==> src/rtl/button_bounce_gen.sv <==
// Pushbutton emulator: bouncy press, stable hold, bouncy release, one-clk done; pb_o rises 1 clk after accept, requests while busy are dropped.
// Define BOUNCE_GEN_LFSR_EN for pseudo-random gaps 1..GAP_MAX from a 16-bit Galois LFSR; otherwise every gap is GAP_MAX ticks.
module button_bounce_gen #(
   parameter int          DIV_TIMES  = 100,
   parameter int          BOUNCE_NUM = 3,
   parameter int          GAP_MAX    = 8,
   parameter int          HOLD_TICKS = 32,
   parameter logic [15:0] SEED       = 16'hACE1
) (
   input  logic       clk,
   input  logic       rst,
   input  logic       press_req,
   output logic       pb_o,
   output logic       busy,
   output logic       done,
   output logic [7:0] edges_o
);

   localparam int          PW         = (DIV_TIMES > 1) ? $clog2(DIV_TIMES) : 1;
   localparam int          GW         = $clog2(GAP_MAX);
   localparam logic [6:0]  EDGES_INIT = 7'(2 * BOUNCE_NUM);
   localparam logic [15:0] HOLD_INIT  = (HOLD_TICKS == 0) ? 16'd1 : 16'(HOLD_TICKS);

   typedef enum logic [2:0] {IDLE, PRESS, HOLD, RELEASE, DONE} state_t;

   state_t        state_q, state_d;
   logic [PW-1:0] div_q, div_d;
   logic          pb_q, pb_d;
   logic [7:0]    edges_q, edges_d;
   logic [6:0]    left_q, left_d;
   logic [8:0]    gap_q, gap_d;
   logic [15:0]   hold_q, hold_d;
   logic          tick;
   logic [8:0]    gap_val;
   logic [7:0]    edges_inc;

   assign div_d     = (div_q == PW'(DIV_TIMES - 1)) ? '0 : div_q + PW'(1);
   assign tick      = (div_q == PW'(DIV_TIMES - 1));
   assign edges_inc = (edges_q == 8'hFF) ? edges_q : edges_q + 8'd1;

`ifdef BOUNCE_GEN_LFSR_EN
   localparam logic [15:0] SEED_EFF = (SEED == 16'h0000) ? 16'hACE1 : SEED;
   logic [15:0] lfsr_q, lfsr_d;
   logic        reload;

   // Mirrors every gap_cnt reload in the FSM below so the LFSR steps once per gap.
   assign reload = ((state_q == IDLE) && press_req) ||
                   (tick && ((state_q == PRESS) || (state_q == RELEASE)) &&
                    (gap_q <= 9'd1) && (left_q != 7'd0)) ||
                   (tick && (state_q == HOLD) && (hold_q == 16'd1));
   assign lfsr_d  = reload ? ({1'b0, lfsr_q[15:1]} ^ (lfsr_q[0] ? 16'hB400 : 16'h0000)) : lfsr_q;
   assign gap_val = {{(9 - GW){1'b0}}, lfsr_q[GW-1:0]} + 9'd1;

   always_ff @(posedge clk or posedge rst) begin
      if (rst) lfsr_q <= SEED_EFF;
      else     lfsr_q <= lfsr_d;
   end
`else
   assign gap_val = 9'(GAP_MAX);
`endif

   always_comb begin
      state_d = state_q;
      pb_d    = pb_q;
      edges_d = edges_q;
      left_d  = left_q;
      gap_d   = gap_q;
      hold_d  = hold_q;
      case (state_q)
         IDLE: begin
            if (press_req) begin
               pb_d    = 1'b1;
               edges_d = 8'd1;
               left_d  = EDGES_INIT;
               gap_d   = gap_val;
               state_d = PRESS;
            end
         end
         PRESS, RELEASE: begin
            if (tick) begin
               if (gap_q > 9'd1) begin
                  gap_d = gap_q - 9'd1;
               end else if (left_q != 7'd0) begin
                  pb_d    = ~pb_q;
                  left_d  = left_q - 7'd1;
                  edges_d = edges_inc;
                  gap_d   = gap_val;
               end else if (state_q == PRESS) begin
                  // Even toggle count after the first edge leaves pb high here.
                  hold_d  = HOLD_INIT;
                  state_d = HOLD;
               end else begin
                  state_d = DONE;
               end
            end
         end
         HOLD: begin
            if (tick) begin
               if (hold_q == 16'd1) begin
                  pb_d    = 1'b0;
                  edges_d = edges_inc;
                  left_d  = EDGES_INIT;
                  gap_d   = gap_val;
                  state_d = RELEASE;
               end else begin
                  hold_d = hold_q - 16'd1;
               end
            end
         end
         DONE:    state_d = IDLE;
         default: state_d = IDLE;
      endcase
   end

   always_ff @(posedge clk or posedge rst) begin
      if (rst) begin
         state_q <= IDLE;
         div_q   <= '0;
         pb_q    <= 1'b0;
         edges_q <= 8'd0;
         left_q  <= 7'd0;
         gap_q   <= 9'd0;
         hold_q  <= 16'd0;
      end else begin
         state_q <= state_d;
         div_q   <= div_d;
         pb_q    <= pb_d;
         edges_q <= edges_d;
         left_q  <= left_d;
         gap_q   <= gap_d;
         hold_q  <= hold_d;
      end
   end

   assign pb_o    = pb_q;
   assign busy    = (state_q != IDLE);
   assign done    = (state_q == DONE);
   assign edges_o = edges_q;

endmodule

==> config.mk <==
export PLATFORM = sky130hd
export DESIGN_NAME = button_bounce_gen
export DESIGN_NICKNAME = d
export VERILOG_FILES = /design/src/rtl/button_bounce_gen.sv
export SDC_FILE = /design/constraint.sdc
export NUM_CORES = 1
export LEC_CHECK = 0
export BUFFER_PORTS_ARGS = -buffer_cell sky130_fd_sc_hd__buf_2
export CORE_MARGIN = 5
export CORE_UTILIZATION = 45
export DETAILED_ROUTE_END_ITERATION = 8
export PLACE_DENSITY = 0.57
export SKIP_LAST_GASP = 1
export SLEW_MARGIN = 30
export SYNTH_ARGS = -nofsm -noshare
export SYNTH_HDL_FRONTEND = slang
export SYNTH_SLANG_ARGS = --single-unit
==> constraint.sdc <==
create_clock -name clk -period 6.3 [get_ports clk]
set_input_delay 1.26 -clock clk [delete_from_list [all_inputs] [get_ports clk]]
set_output_delay 1.26 -clock clk [all_outputs]
set_load 0.05 [all_outputs]
==> results.cfg <==
[finish]
multi_input_gate_area_in_the_final_layout_um2 = 1640
num_antenna_cells = 0
fin_nets = 342
final.fill_count = 625
area_taken_by_flip_flops_and_latches_um2 = 1280
final_core_area_utilization = 0.481
stdcell_count = 410
area_growth_syn_to_layout_pct = 5.94
drive_above_1_share = 0.115

[global_route]
grt_pass1_wl_um = 11800
antenna_violations_before_repair = 0
grt_pass1_vias = 2308
grt_max_degree = 52
remaining_global_route_overflow = 0
track_usage = 0.170

[logic_synthesis]
yosys.cell_count.top_type = sky130_fd_sc_hd__dfrtp_1
yosys.area_share.xor_xnor = 0.0520
synth_warnings = 0
synth_compound_area_frac = 0.170
synth.top_cells.by_area = sky130_fd_sc_hd__dfrtp_1, sky130_fd_sc_hd__xnor2_1, sky130_fd_sc_hd__nor2_1
netlist_area_um2 = 3030
register_bit_total_from_synthesis = 51
yosys.area.top_type_share = 0.421
syn_nets = 334
synth_cell_types = 65
synth_common_cells = sky130_fd_sc_hd__dfrtp_1, sky130_fd_sc_hd__nor2_1, sky130_fd_sc_hd__nand2_1
syn_area_per_cell_um2 = 9.39
synth_fa_ha_area_frac = 0.0330
post-synth-top-area-cell = sky130_fd_sc_hd__dfrtp_1
synth_top_family_by_area = simple AND/OR/NAND/NOR gates
synth-main-ff-cell = sky130_fd_sc_hd__dfrtp_1
netlist_instances = 323
async_flop_share = 1.00
seq_area_frac_synth = 0.421
synth.area.mux_share = 0.00330
synth-edff-count = 0
synthSimpleGateAreaFrac = 0.280

[power]
netSwitchingPower_mw = 0.538
power.share.combinational = 0.411
max-vdd-ir-drop_mv = 0.171
intPower_mw = 0.682
power_frac_seq = 0.442
cell_pwr_density_nw_per_um2 = 380
sw_frac_of_total = 0.441
leakage_nw = 1.28
clockPowerShare = 0.148

[critical_path]
critPathLaunchType = flop
cp-startpoint = state_q[0]
critPathArrivalTime_ps = 1850
cp-end-kind = primary output
timing.critical_path.required_ps = 5040
critical-path-slowest-cell = sky130_fd_sc_hd__dfrtp_1
worst_r2r_startpoint = state_q[0]
cp_slowest_stage_delay_ps = 840
critical_path_class = reg2out
timing.critical_path.cells = nor2_1 > nand2_1 > buf_2
path_max_fanout = 24

[cts]
clk_pin_slew_worst_paths_ps = 90
cts_tree = built
buffers_inserted_during_post_cts_setup_optimization = 0
cts_sinks = 51
post_cts_resized = 0
ctsHoldBuffers = 0
clk_path_buf_depth = 2
clk_root_buffer_cell = sky130_fd_sc_hd__clkbuf_8
h-tree-depth = 2
clkLatencyLatePin_ps = 300
number_of_buffers_inserted_during_clock_tree_synthesis = 5

[route]
initialDrtViolationCount = 140
postRouteWirelength_um = 6810
ant_nets = 0
post_drt_via_cell_ratio = 5.88
wire_per_inst_um = 16.6
detailed_routing_iterations_pass_1 = 4
drc = 0
vias_after_detailed_routing = 2411

[timing]
post-route-period-util = 0.493
worst-slew-pin-transition_ps = 814
slew_headroom = 0.456
final.setup_skew_ps = 7.30
maxClockFrequency_ghz = 0.322
totalNegativeSetupSlack_ps = 0
maxSlewViolCount = 0
period_needed_ps = 3110
worst_slack_ps = 3190
setup_viol_count_final = 0
rsz0062_at_grt = no
hold_violations = 0

[die]
floorplan.die.height_um = 92.1
die_w_um = 92.1
floorplan.initialDensity = 0.454
placementRows = 30
design.core.area_um2 = 6680
die_area_um2 = 8480
io-pin-count = 14

[place]
place_congestion = 0.822
port-buffer-count = 13
preCtsSetupSlack_ps = 3000
dp_cells = 404
post-dp-hpwl_um = 4750

[job]
max-cap-violations = 0

[run_status]
outcome = finished, final reports clean

[min_path]
hold_class = reg2reg
timing.hold.worst.start = left_q[3]
==> critical path, delay by kind of cell, from the launching register on <==
family | cells | cell delay, ps
buf+inv | 1 | 270
simple gates | 2 | 440
flops | 1 | 840
==> cell usage in the layout, fill, tap and decap left out, types with 5 or more instances in the layout <==
master,Yosys,final
sky130_fd_sc_hd__o21ai_0,10,10
sky130_fd_sc_hd__clkbuf_8,0,5
sky130_fd_sc_hd__o41ai_1,5,5
sky130_fd_sc_hd__inv_1,11,10
sky130_fd_sc_hd__xnor2_1,17,17
sky130_fd_sc_hd__dfrtp_1,51,51
sky130_fd_sc_hd__nor2_1,37,37
sky130_fd_sc_hd__a21oi_1,16,16
sky130_fd_sc_hd__buf_2,6,13
sky130_fd_sc_hd__ha_1,8,8
sky130_fd_sc_hd__o31ai_1,14,14
sky130_fd_sc_hd__nand3_1,11,11
sky130_fd_sc_hd__nor3_1,18,18
sky130_fd_sc_hd__nor4_1,7,7
sky130_fd_sc_hd__o21ai_1,7,7
sky130_fd_sc_hd__or3_1,8,8
sky130_fd_sc_hd__nand2_1,20,20
==> cell families after synthesis <==
kind of cell | Yosys count
multiplexers | 1
AND/OR/NAND/NOR | 145
buffers and inverters | 26
adder cells (fa/ha/maj) | 8
AO/OA/AOI/OAI | 74
XOR/XNOR | 18
flip-flops | 51
==> power by group through the flow <==
stage | Clock [mW] | Sequential [mW] | Combinational (mW)
final | 0.180 | 0.539 | 0.501
after global routing | 0.199 | 0.561 | 0.571
after CTS | 0.189 | 0.540 | 0.498
after detailed placement | 0 | 0.546 | 0.495
after global placement | 0 | 0.544 | 0.490
after floorplan | 0 | 0.527 | 0.396
==> worst paths after layout <==
check                       endpoint  slack [ps]  cells after the start
max in group asynchronous   gap_q[8]        4740                      3
max reg2reg                 gap_q[7]        3390                      6
max                             busy        3190                      3
min in group asynchronous  hold_q[6]        1130                      3
min                        left_q[3]         500                      2
min reg2reg                left_q[3]         500                      2
==> metrics by stage <==
step | hold slack (ps) | cell area (um2) | power [mW]
floorplan | 451 | 3030 | 0.923
global placement | 474 | 3130 | 1.03
detailed placement | 481 | 3130 | 1.04
CTS | 501 | 3210 | 1.23
global route | 532 | 3210 | 1.33
finish | 497 | 3210 | 1.22
==> final cells by class <==
type | count | area share
clock buffer | 6 | 0.0226
inverter | 12 | 0.0140
multi-input combinational | 246 | 0.510
sequential | 51 | 0.397
tap | 80 | 0.0312
timing repair buffer | 15 | 0.0249
==> metal layers <==
metal	up-vias	GRT usage	share of wire
met2	37	0.259	0.45
li1	1208	-	-
met4	0	0.0347	0.0068
met3	4	0.0353	0.036
met5	-	0	0
met1	1162	0.251	0.50
==> registers in the layout, summed over array words and instances (netlist names) <==
name     flops
pb_o         1
div_q        7
edges_o      8
state_q      3
hold_q      16
left_q       7
gap_q        9
(Power assumes the default switching activity.)
